### src/rtl/alu_datapath.sv
// rtl/alu_datapath.sv - 8-bit accumulator ALU with registered result/flags and bus driver.
// Optional ALU_DC_EN builds the registered digit-carry flag; otherwise dc is tied to 0.
`timescale 1ns/1ps
module alu_datapath #(
   parameter int WIDTH = 8
) (
   input  logic             clk,
   input  logic             reset,
   input  logic             exec_en,
   input  logic [3:0]       inst,
   input  logic [2:0]       bit_number,
   input  logic             switch_a_m,
   input  logic             dest,
   input  logic [WIDTH-1:0] a,
   input  logic [WIDTH-1:0] k,
   input  logic [WIDTH-1:0] f,
   output logic [WIDTH-1:0] ans,
   output logic             carry,
   output logic             zero,
   output logic             dc,
   output logic             writeEn,
   output logic [WIDTH-1:0] data_bus,
   output logic             data_bus_oe
);

   localparam logic [3:0] OP_ADD  = 4'h0;
   localparam logic [3:0] OP_SUB  = 4'h1;
   localparam logic [3:0] OP_AND  = 4'h2;
   localparam logic [3:0] OP_IOR  = 4'h3;
   localparam logic [3:0] OP_XOR  = 4'h4;
   localparam logic [3:0] OP_COM  = 4'h5;
   localparam logic [3:0] OP_INC  = 4'h6;
   localparam logic [3:0] OP_DEC  = 4'h7;
   localparam logic [3:0] OP_MOVF = 4'h8;
   localparam logic [3:0] OP_MOVW = 4'h9;
   localparam logic [3:0] OP_RLF  = 4'hA;
   localparam logic [3:0] OP_RRF  = 4'hB;
   localparam logic [3:0] OP_SWAP = 4'hC;
   localparam logic [3:0] OP_BCF  = 4'hD;
   localparam logic [3:0] OP_BSF  = 4'hE;
   localparam logic [3:0] OP_CLR  = 4'hF;

   logic [WIDTH-1:0] b;
   logic [WIDTH-1:0] mask;
   logic [WIDTH:0]   sum;
   logic [WIDTH:0]   diff;
   logic [WIDTH-1:0] r;
   logic             c_new;
   logic             z_upd;

   logic [WIDTH-1:0] ans_d, ans_q;
   logic             carry_d, carry_q;
   logic             zero_d, zero_q;
   logic             we_d, we_q;

   always_comb begin
      b       = switch_a_m ? k : f;
      mask    = '0;
      mask[bit_number] = 1'b1;
      sum     = {1'b0, a} + {1'b0, b};
      // Borrow appears in the extra MSB; C is its inverse (no-borrow).
      diff    = {1'b0, b} - {1'b0, a};
      r       = '0;
      c_new   = carry_q;
      z_upd   = 1'b1;
      case (inst)
         OP_ADD:  begin r = sum[WIDTH-1:0];  c_new = sum[WIDTH];   end
         OP_SUB:  begin r = diff[WIDTH-1:0]; c_new = ~diff[WIDTH]; end
         OP_AND:  r = a & b;
         OP_IOR:  r = a | b;
         OP_XOR:  r = a ^ b;
         OP_COM:  r = ~b;
         OP_INC:  r = b + 1'b1;
         OP_DEC:  r = b - 1'b1;
         OP_MOVF: r = b;
         OP_MOVW: r = a;
         OP_RLF:  begin r = {b[WIDTH-2:0], carry_q}; c_new = b[WIDTH-1]; z_upd = 1'b0; end
         OP_RRF:  begin r = {carry_q, b[WIDTH-1:1]}; c_new = b[0];       z_upd = 1'b0; end
         OP_SWAP: begin r = {b[3:0], b[WIDTH-1:4]}; z_upd = 1'b0; end
         OP_BCF:  begin r = b & ~mask; z_upd = 1'b0; end
         OP_BSF:  begin r = b | mask;  z_upd = 1'b0; end
         OP_CLR:  r = '0;
         default: r = '0;
      endcase

      ans_d   = ans_q;
      carry_d = carry_q;
      zero_d  = zero_q;
      if (exec_en) begin
         ans_d   = r;
         carry_d = c_new;
         if (z_upd) zero_d = (r == '0);
      end
      we_d = exec_en & dest;
   end

   always_ff @(posedge clk or negedge reset) begin
      if (!reset) begin
         ans_q   <= '0;
         carry_q <= 1'b0;
         zero_q  <= 1'b0;
         we_q    <= 1'b0;
      end else begin
         ans_q   <= ans_d;
         carry_q <= carry_d;
         zero_q  <= zero_d;
         we_q    <= we_d;
      end
   end

`ifdef ALU_DC_EN
   logic       dc_d, dc_q;
   logic [4:0] nib_sum;

   always_comb begin
      nib_sum = {1'b0, a[3:0]} + {1'b0, b[3:0]};
      dc_d    = dc_q;
      if (exec_en) begin
         if (inst == OP_ADD)      dc_d = nib_sum[4];
         else if (inst == OP_SUB) dc_d = (b[3:0] >= a[3:0]);
      end
   end

   always_ff @(posedge clk or negedge reset) begin
      if (!reset) dc_q <= 1'b0;
      else        dc_q <= dc_d;
   end

   assign dc = dc_q;
`else
   assign dc = 1'b0;
`endif

   assign ans         = ans_q;
   assign carry       = carry_q;
   assign zero        = zero_q;
   assign writeEn     = we_q;
   assign data_bus_oe = we_q;
   assign data_bus    = we_q ? ans_q : '0;

endmodule

### config.mk
export PLATFORM = sky130hd
export DESIGN_NAME = alu_datapath
export DESIGN_NICKNAME = d
export VERILOG_FILES = /design/src/rtl/alu_datapath.sv
export SDC_FILE = /design/constraint.sdc
export NUM_CORES = 1
export LEC_CHECK = 0
export BUFFER_PORTS_ARGS = -buffer_cell sky130_fd_sc_hd__buf_2
export CAP_MARGIN = 20
export CORE_UTILIZATION = 58
export DETAILED_ROUTE_END_ITERATION = 12
export HOLD_SLACK_MARGIN = 0.1
export PLACE_DENSITY = 0.83
export SETUP_SLACK_MARGIN = 0.05
export SKIP_CTS_REPAIR_TIMING = 1
export SLEW_MARGIN = 20
export SYNTH_ARGS = -nofsm -noshare
export SYNTH_HDL_FRONTEND = slang
export SYNTH_SLANG_ARGS = --single-unit
### constraint.sdc
create_clock -name clk -period 1.9 [get_ports clk]
set_input_delay 0.19 -clock clk [delete_from_list [all_inputs] [get_ports clk]]
set_output_delay 0.19 -clock clk [all_outputs]
set_load 0.1 [all_outputs]
==> impl_metrics.yaml, run 1 <==
synthesis:
  synth_nets: 454
  postSynthCellCount: 391
  asyncSetResetFlopFracSynth_pct: 100.0
  ys_ff_latch: 11
  synth-edff-count: 0
  netlist_area_mm2: 0.002932
  yosys_warnings: 0
  syn_avg_cell_area_um2: 7.498
  yosys.cell_types.count: 78
  synth_seq_area_share_pct: 9.390
  ys.flop_type: "dfrtp_1"
global_route:
  grtUsageTotal_pct: 75.46
  grt_max_degree: 15
  globalRouteOverflowTotal: 51
timing:
  worst_endpoint: "zero$_DFFE_PN0P_/D"
  endpoint_type: "register input"
clock_tree:
  ctsHtreeMaxLevel: 1
  cts-root-buf: "clkbuf_8"
  numCtsBuffers: 3
  clock-sinks: 11
  clockBufferDepth: 2
floorplan:
  die_w_um: 73.10
  die_h_um: 73.10
  ios: 57
  initial_core_util_pct: 61.25
  core.rowCount: 25
placed_design:
  placed_cells: 613
  place_ws_ns: -1.036
  place.gp.congestion: 1.125
  port_buffers: 55
  hpwl_um: 10320
  dpl_cell_area_mm2: 0.004190
outcome:
  outcome: "aborted with a tool error"
  lastStage: "global routing (5_1_grt)"
  toolErrorMsg: "[ERROR GRT-0232] Routing congestion too high. Check the congestion heatmap in the GUI."
## cells by family after synthesis
kind of cell	Yosys count	synth area share (%)
compound gates	127	29.28
buf+inv	53	8.920
mux	18	8.536
other cells	1	0.1279
xor+xnor	15	4.482
fa+ha+maj	27	12.04
simple gates	139	27.23
flops	11	9.390
## cell usage after synthesis (6+ instances only)
master     n  area (um2)
buf_2      7       35.03
dfrtp_1   11       275.3
inv_1     24       90.09
nor2b_1    8       50.05
nor3_1    14       70.07
and2_1    12       75.07
o21a_1     8       60.06
nand2_1   29       108.9
nand3b_1   7       52.55
mux2i_1    6       60.06
ha_1      25       312.8
a22oi_1    6       45.04
o21ai_0   23       115.1
clkbuf_1   8       30.03
nand3_1   10       50.05
a21oi_1   32       160.2
nor2_1    26       97.59
xnor2_1   13       113.9
## metrics by stage
step | TNS [ns] | util (%) | hold slack (ns)
2_1_floorplan | -3.817 | - | -0.1056
3_3_place_gp | -6.934 | 87.56 | 0.06470
3_5_place_dp | -7.691 | 87.56 | 0.07382
4_1_cts | -5.228 | 88.50 | -0.1842
## metal layers
metal  GRT overflow  GRT usage (%)
met5              0          4.040
met3              0          55.39
met4             20          86.06
met2             31          96.81
met1              0          72.10
==> run 2: changes to the inputs <==
- CORE_UTILIZATION: 58 -> 40
- HOLD_SLACK_MARGIN: 0.1 -> default
- PLACE_DENSITY: 0.83 -> default
- PLACE_DENSITY_LB_ADDON: default -> 0.15
- SETUP_SLACK_MARGIN: 0.05 -> default
==> run 2 against run 1 <==
  * The flow now finishes, with violations (negative setup slack)
  * Synthesized cell count unchanged
  * Synthesized area unchanged
==> impl_metrics.yaml, run 2 <==
global_route:
  antenna_found_initial: 0
  grt_max_degree: 19
  globalRouteOverflowTotal: 0
  grtUsageTotal_pct: 30.32
  grt_pass1_vias: 3460
  grt_pass1_wl_um: 17750
power:
  ir_worst_vdd_mv: 0.4834
  power_leakage_nw: 2.139
  p_per_area_mw_per_mm2: 506.7
synthesis:
  synth_common_cells: "32 x a21oi_1, 29 x nand2_1, 26 x nor2_1"
  ys.flop_type: "dfrtp_1"
  synth_seq_area_share_pct: 9.390
  yosys_warnings: 0
  netlist_area_mm2: 0.002932
  postSynthCellCount: 391
  yosys.area.top_type: "ha_1"
  synthTopCellsByArea: "ha_1 11%, dfrtp_1 9.4%, a21oi_1 5.5%, o21ai_0 3.9%, xnor2_1 3.9%"
  synth-edff-count: 0
  asyncSetResetFlopFracSynth_pct: 100.0
  synth_top_area_share_pct: 10.67
  ys_ff_latch: 11
  yosysMostFrequentCell: "a21oi_1"
  syn_avg_cell_area_um2: 7.498
  yosys.cell_types.count: 78
  synth_nets: 454
clock_tree:
  clockBufferDepth: 2
  cts.reportedPaths.clkPinSlew_ns: 0.05
  ctsHtreeMaxLevel: 1
  numCtsBuffers: 3
  cts_tree: "done"
  cts-root-buf: "clkbuf_8"
  worstSkewPairLatency_ns: 0.24
  clock-sinks: 11
drt:
  wl_um: 11600
  vias: 3712
  dr.pass1.iters: 5
  drt_iter0_drc: 189
  routedWlPerCell_um: 17.65
  ant_nets: 0
  drc: 0
  via_per_inst: 5.650
finish:
  mostFrequentLayoutCells: "130 x buf_4, 53 x buf_2, 29 x nand2_1"
  fin_util_pct: 67.44
  antenna_cells: 0
  mostFrequentLayoutCell: "buf_4"
  nFillCells: 613
  register_area_um2: 275.3
  drive_gt1_share_pct: 49.91
  largest_reg_flops: 8
  multi_input_area_mm2: 0.002793
  area_growth_pct: 59.75
  nets: 625
  fin_area_mm2: 0.004683
floorplan:
  die_area_mm2: 0.007676
  ios: 57
  die_h_um: 87.61
  initial_core_util_pct: 42.22
  core_area_mm2: 0.006944
  core.rowCount: 30
  die_w_um: 87.61
placed_design:
  dpl_cell_area_mm2: 0.004262
  port_buffers: 55
  hpwl_um: 9447
  place_ws_ns: -0.9341
  place.gp.congestion: 1.023
timing:
  slew_violations: 0
  fin_setup_tns_ns: -2.840
  holdWs_ns: 0.1621
  hold_viol: 0
  setup_viol: 9
  skew_ns: 0.002743
  rsz0062_at_grt: "true"
  min_period_ns: 2.513
  finalWorstSetupSlack_ns: -0.6131
  finalCritPeriodShare_pct: 132.3
  fmax_mhz: 397.9
outcome:
  outcome: "finished with violations"
  failed_checks: "negative setup slack"
critical_path:
  critPathCaptureType: "register"
  critical_path_class: "input pin to register"
  cp.required_ns: 2.08
  start_kind: "input pin"
  critical_path.max_fanout: 5
  cp_data_arrival_time_ns: 2.69
min_path:
  hold_path.class: "input pin to register"
job:
  maxCapViolCount: 0
-- run 2: cell counts after synthesis --
Identical to the previous run, type by type.
-- run 2: report_power, final --
part	total [mW]	switching, mW	internal [mW]
Clock	0.244	0.0956	0.148
Combinational	1.82	1.11	0.711
Sequential	0.311	0.0328	0.278
-- run 2: kinds of logic (layout without fill, tap and decap cells) --
logic type,after synthesis,after routing,share of synthesized area (%)
compound gates,127,127,29.28
xor+xnor,15,15,4.482
fa+ha+maj,27,27,12.04
buf+inv,53,223,8.920
flops,11,11,9.390
mux,18,18,8.536
other cells,1,1,0.1279
simple gates,139,139,27.23
-- run 2: per-layer routing --
layer | vias up | global-route usage [%] | wire length (um) | part of all wire [%]
met2 | 154 | 48.01 | 5178 | 45
met3 | 21 | 6.975 | 916 | 7.9
li1 | 1786 | - | - | -
met4 | 0 | 7.154 | 299 | 2.6
met5 | - | 0 | 0 | 0
met1 | 1751 | 41.76 | 5203 | 45
-- run 2: layout make-up --
| class | instances | area share [%] |
|---|---|---|
| Multi-Input combinational cell | 327 | 59.63 |
| Clock buffer | 4 | 0.9618 |
| Inverter | 29 | 2.431 |
| Sequential cell | 11 | 5.878 |
| Tap cell | 96 | 2.565 |
| Timing Repair Buffer | 190 | 28.53 |
-- run 2: critical path, stage by stage --
cell	delay (ns)
buf_12	0.12
mux2i_4	0.21
ha_4	0.18
fa_2	0.39
xnor2_2	0.15
a221o_1	0.30
a211oi_2	0.23
a32oi_2	0.17
nor3_1	0.23
nand2_1	0.10
nor4b_2	0.23
a32o_1	0.19
-- run 2: final timing paths --
path | from | endpoint | slack, ns | depth (start not counted)
max | switch_a_m | zero | -0.61 | 12
min | dest | data_bus_oe | 0.16 | 2
max reg2reg | carry | zero | -0.05 | 8
min reg2reg | zero | zero | 0.50 | 1
max in group asynchronous | reset | ans[6] | 1.34 | 2
min in group asynchronous | reset | ans[3] | 0.34 | 2
-- run 2: stage by stage --
step	instances	total power, mW
2_1_floorplan	391	1.378
3_3_place_gp	650	1.924
3_5_place_dp	650	1.936
4_1_cts	654	2.186
5_1_grt	657	2.506
6_report	657	2.373
No activity file was read; power rests on OpenSTA's default activity.
==> run 3: changes to the inputs <==
- MAX_ROUTING_LAYER: default -> met4
==> run 3 against run 2 <==
  * Highest routed layer unchanged
  * Via count grew 0.54%
  * Cell area shrank 2.4%
  * The run still ends with negative setup slack left
  * Clock power shrank 2%
  * Critical path type unchanged
==> impl_metrics.yaml, run 3 (synthesis results as in run 2) <==
timing:
  finalWorstSetupSlack_ns: -0.5749
  holdWs_ns: 0.1668
  fin_setup_tns_ns: -3.322
  setup_viol: 9
  hold_viol: 0
  rsz0062_at_grt: "true"
  finalCritPeriodShare_pct: 130.3
  max_slew_margin_pct: 36.41
  min_period_ns: 2.475
  worst_slew_pin_slew_ns: 0.9410
  fmax_mhz: 404.0
  slew_violations: 0
  skew_ns: 0.004834
finish:
  nFillCells: 622
  largest_reg_flops: 8
  nets: 622
  antenna_cells: 0
  mostFrequentLayoutCell: "buf_4"
  mostFrequentLayoutCells: "127 x buf_4, 53 x buf_2, 31 x a21oi_1"
  drive_gt1_share_pct: 48.57
  area_growth_pct: 55.87
global_route:
  globalRouteOverflowTotal: 0
  grt_pass1_vias: 3530
  grt_max_degree: 19
  grt_pass1_wl_um: 18230
  antenna_found_initial: 0
  grtUsageTotal_pct: 32.24
min_path:
  hold_path.class: "input pin to register"
clock_tree:
  clock-sinks: 11
  cts-root-buf: "clkbuf_8"
  clockBufferDepth: 2
  ctsHtreeMaxLevel: 1
  numCtsBuffers: 3
  cts_tree: "done"
  cts.reportedPaths.clkPinSlew_ns: 0.05
  worstSkewPairLatency_ns: 0.24
drt:
  via_per_inst: 5.706
  vias: 3732
  routedWlPerCell_um: 18.60
  drc: 0
  dr.pass1.iters: 5
  drt_iter0_drc: 263
  wl_um: 12170
  ant_nets: 0
floorplan:
  core_area_mm2: 0.006944
  ios: 57
  die_area_mm2: 0.007676
  core.rowCount: 30
  die_w_um: 87.61
  die_h_um: 87.61
  initial_core_util_pct: 42.22
critical_path:
  cp_data_arrival_time_ns: 2.66
  critical_path_class: "input pin to register"
  start_kind: "input pin"
  critical_path.max_fanout: 8
  cp.required_ns: 2.08
  critPathCaptureType: "register"
outcome:
  outcome: "finished with violations"
  failed_checks: "negative setup slack"
placed_design:
  hpwl_um: 9692
  place.gp.congestion: 1.000
  port_buffers: 55
power:
  p_per_area_mw_per_mm2: 515.4
  power_leakage_nw: 2.108
  ir_worst_vdd_mv: 0.4369
job:
  maxCapViolCount: 0
[run 3: changes by cell type in the layout (fill, tap and decap cells not counted), sizes merged]
cell	delta
buf	-4
clkbuf	+1
[run 3: where the power goes]
group / switching, mW / total, mW / internal, mW
clock: 0.0916 / 0.239 / 0.148
combinational: 1.11 / 1.80 / 0.696
sequential: 0.0343 / 0.312 / 0.278
total: 1.23 / 2.35 / 1.12
[run 3: worst paths after layout]
path                             from           to  slack (ns)  cells after the start
min in group asynchronous       reset       ans[7]        0.35                      2
hold reg to reg                  zero         zero        0.49                      1
hold / removal                   dest  data_bus_oe        0.17                      2
setup / recovery           switch_a_m         zero       -0.57                     11
max in group asynchronous       reset       ans[2]        1.33                      2
setup reg to reg                carry         zero        0.02                      9
[run 3: area by class of cell]
class | instances | area (um2) | share of cell area, %
clock buffer | 4 | 45.04 | 0.9858
timing repair buffer | 187 | 1314 | 28.75
multi-input combinational | 327 | 2699 | 59.06
inverter | 29 | 116.4 | 2.547
tap | 96 | 120.1 | 2.629
sequential | 11 | 275.3 | 6.024
[run 3: through the flow]
step	instance area (um2)	setup slack, ns	total power [mW]	instances	utilization (%)
floorplan	3020	-0.6533	1.378	391	-
global placement	4209	-0.8963	1.935	643	60.61
detailed placement	4209	-0.9704	1.944	643	60.61
CTS	4254	-0.7235	2.191	647	61.26
global route	4569	-0.7425	2.472	654	65.80
finish	4569	-0.5749	2.355	654	65.80
[run 3: per-layer routing]
metal  wire length, um  vias up  part of all wire, %  GRT usage, %
met4               225        0                  1.8         7.452
li1                  -     1774                    -             -
met3               749       21                  6.2         4.524
met5                 0        -                    0             -
met2              5826      159                   48         53.62
met1              5365     1778                   44         41.28
[run 3: worst max-delay path: stages]
cell	delay [ns]
buf_12	0.11
buf_4	0.16
mux2_4	0.33
buf_4	0.20
ha_1	0.34
a32oi_1	0.30
o2111ai_2	0.16
nor4_4	0.29
a2bb2oi_2	0.11
nor4b_4	0.26
a32o_1	0.19
==> run 4: changes to the inputs <==
- BUFFER_PORTS_ARGS: -buffer_cell sky130_fd_sc_hd__buf_2 -> -buffer_cell sky130_fd_sc_hd__buf_4
==> run 4 against run 3 <==
  * The run still ends with negative setup slack left
  * Register-to-register slack lost 0.14 ns
  * Hold slack lost 0.00078 ns
  * Clock power grew 5%
  * Combinational power grew 9%
  * Clock-buffer cell count is the same
  * Maximum frequency grew 2.4%
  * Critical path type unchanged
  * Critical endpoint unchanged
==> impl_metrics.yaml, run 4 (synthesis results as in run 2) <==
timing:
  finalCritPeriodShare_pct: 127.2
  rsz0062_at_grt: "true"
  fin_setup_tns_ns: -2.851
  fmax_mhz: 413.8
  hold_viol: 0
  max_slew_margin_pct: 30.49
  skew_ns: 0.005011
  finalWorstSetupSlack_ns: -0.5165
  min_period_ns: 2.417
  setup_viol: 9
  worst_slew_pin_slew_ns: 1.029
  holdWs_ns: 0.1660
  slew_violations: 0
power:
  pwr-share-seq_pct: 12.6
  power.switching_mw: 1.302
  power_frac_clock_pct: 9.9
  power.internal_mw: 1.227
  swShare_pct: 51.48
  p_per_area_mw_per_mm2: 506.5
  p_comb_share_pct: 77.6
  ir_worst_vdd_mv: 0.3726
  power_leakage_nw: 2.235
global_route:
  grt_max_degree: 18
  grtUsageTotal_pct: 32.55
  globalRouteOverflowTotal: 0
  use_met2_pct: 53.91
  use_met1_pct: 42.41
  antenna_found_initial: 0
  grt_pass1_wl_um: 18330
  grt_pass1_vias: 3578
  top_usage_layer: "met2"
  use_met3_pct: 3.016
critical_path:
  critPathCaptureType: "register"
  cp.required_ns: 2.08
  crit_chain: "buf_12 -> mux2i_4 -> ha_4 -> fa_2 -> nor2b_4 -> o21ai_2 -> a21oi_4 -> nor3_2 -> o21a_1 -> nor4_2 -> a2bb2oi_2 -> nor4b_2 -> a32o_1"
  path_delay_family: "compound AO/OA/AOI/OAI gates"
  cpMaxStageDelayCell: "fa_2"
  critical_path_class: "input pin to register"
  cpPeakStageDelay_ns: 0.39
  critical_path.max_fanout: 7
  cp_data_arrival_time_ns: 2.60
  timing.critical_path.buf_inv: 1
  start_kind: "input pin"
floorplan:
  die_w_um: 87.61
  die_area_mm2: 0.007676
  core.rowCount: 30
  die_h_um: 87.61
  ios: 57
  core_area_mm2: 0.006944
  initial_core_util_pct: 42.22
drt:
  via_per_inst: 5.826
  wl_um: 13190
  dr.pass1.iters: 5
  vias: 3886
  routedWlPerCell_um: 19.78
  ant_nets: 0
  drc: 0
  drt_iter0_drc: 225
placed_design:
  place_ws_ns: -0.9083
  dpl_cell_area_mm2: 0.004444
  place.gp.congestion: 0.9983
  hpwl_um: 10080
  port_buffers: 55
finish:
  area_growth_pct: 70.34
  fin_area_mm2: 0.004994
  mostFrequentLayoutCell: "buf_4"
  drive_gt1_share_pct: 52.54
  nets: 635
  mostFrequentLayoutCells: "190 x buf_4, 29 x nand2_1, 26 x a21oi_1"
  largest_reg_flops: 8
  antenna_cells: 0
clock_tree:
  cts-root-buf: "clkbuf_8"
  cts_tree: "done"
  numCtsBuffers: 3
  worstSkewPairLatency_ns: 0.25
  clock-sinks: 11
  clockBufferDepth: 2
  ctsHtreeMaxLevel: 1
  cts.reportedPaths.clkPinSlew_ns: 0.05
outcome:
  outcome: "finished with violations"
  failed_checks: "negative setup slack"
job:
  maxCapViolCount: 0
min_path:
  hold_path.class: "input pin to register"
-- run 4: changes by cell type in the layout (fill, tap and decap cells not counted), moves of 2 or more --
cell     before  now
a21oi_2       4    8
buf_2        53    0
o21ai_1       4    2
ha_4          5   11
ha_1         18   13
a21oi_1      31   26
buf_4       127  190
inv_2         5    7
inv_1        22   20
nor3_2        1    3
buf_12        2    6
nor3_1       14   11
-- run 4: cell type report --
cell class,instances,area (um2)
multi-input combinational,327,2846
inverter,29,116.4
tap,96,120.1
timing repair buffer,200,1590
clock buffer,4,45.04
fill,554,1951
sequential,11,275.3
-- run 4: worst reg2reg max path, stage by stage, from the launching register on --
cell	delay, ns
dfrtp_1	0.44
nand2_1	0.10
o21ai_0	0.10
a22oi_1	0.16
nand2_1	0.08
a31o_2	0.21
nor3_1	0.30
nand3_1	0.14
a21oi_2	0.16
buf_4	0.14
a21oi_2	0.05
-- run 4: per-stage QoR --
step	total power [mW]	cells	util (%)
after floorplan	1.378	391	-
after global placement	1.999	651	64.00
after detailed placement	2.012	651	64.00
after CTS	2.267	655	64.65
after global routing	2.632	667	71.91
final	2.529	667	71.91
-- run 4: final timing paths --
check,start,end,slack (ns),depth (start not counted)
min reg2reg,zero,zero,0.51,1
max reg2reg,carry,ans[7],-0.12,10
min in group asynchronous,reset,carry,0.32,2
max in group asynchronous,reset,ans[4],1.43,2
max,switch_a_m,zero,-0.52,13
min,dest,data_bus_oe,0.17,2
-- run 4: routing by layer --
metal / vias up / wire length, um
li1: 1817 / -
met1: 1845 / 5665
met2: 182 / 6395
met3: 42 / 754
met4: 0 / 376
met5: - / 0
-- run 4: power by group through the flow --
stage	Clock (mW)	Combinational (mW)	Sequential, mW
after global placement	0	1.68	0.316
after detailed placement	0	1.69	0.317
after CTS	0.249	1.70	0.316
after global routing	0.258	2.05	0.321
final	0.250	1.96	0.317
after floorplan	0	0.751	0.627
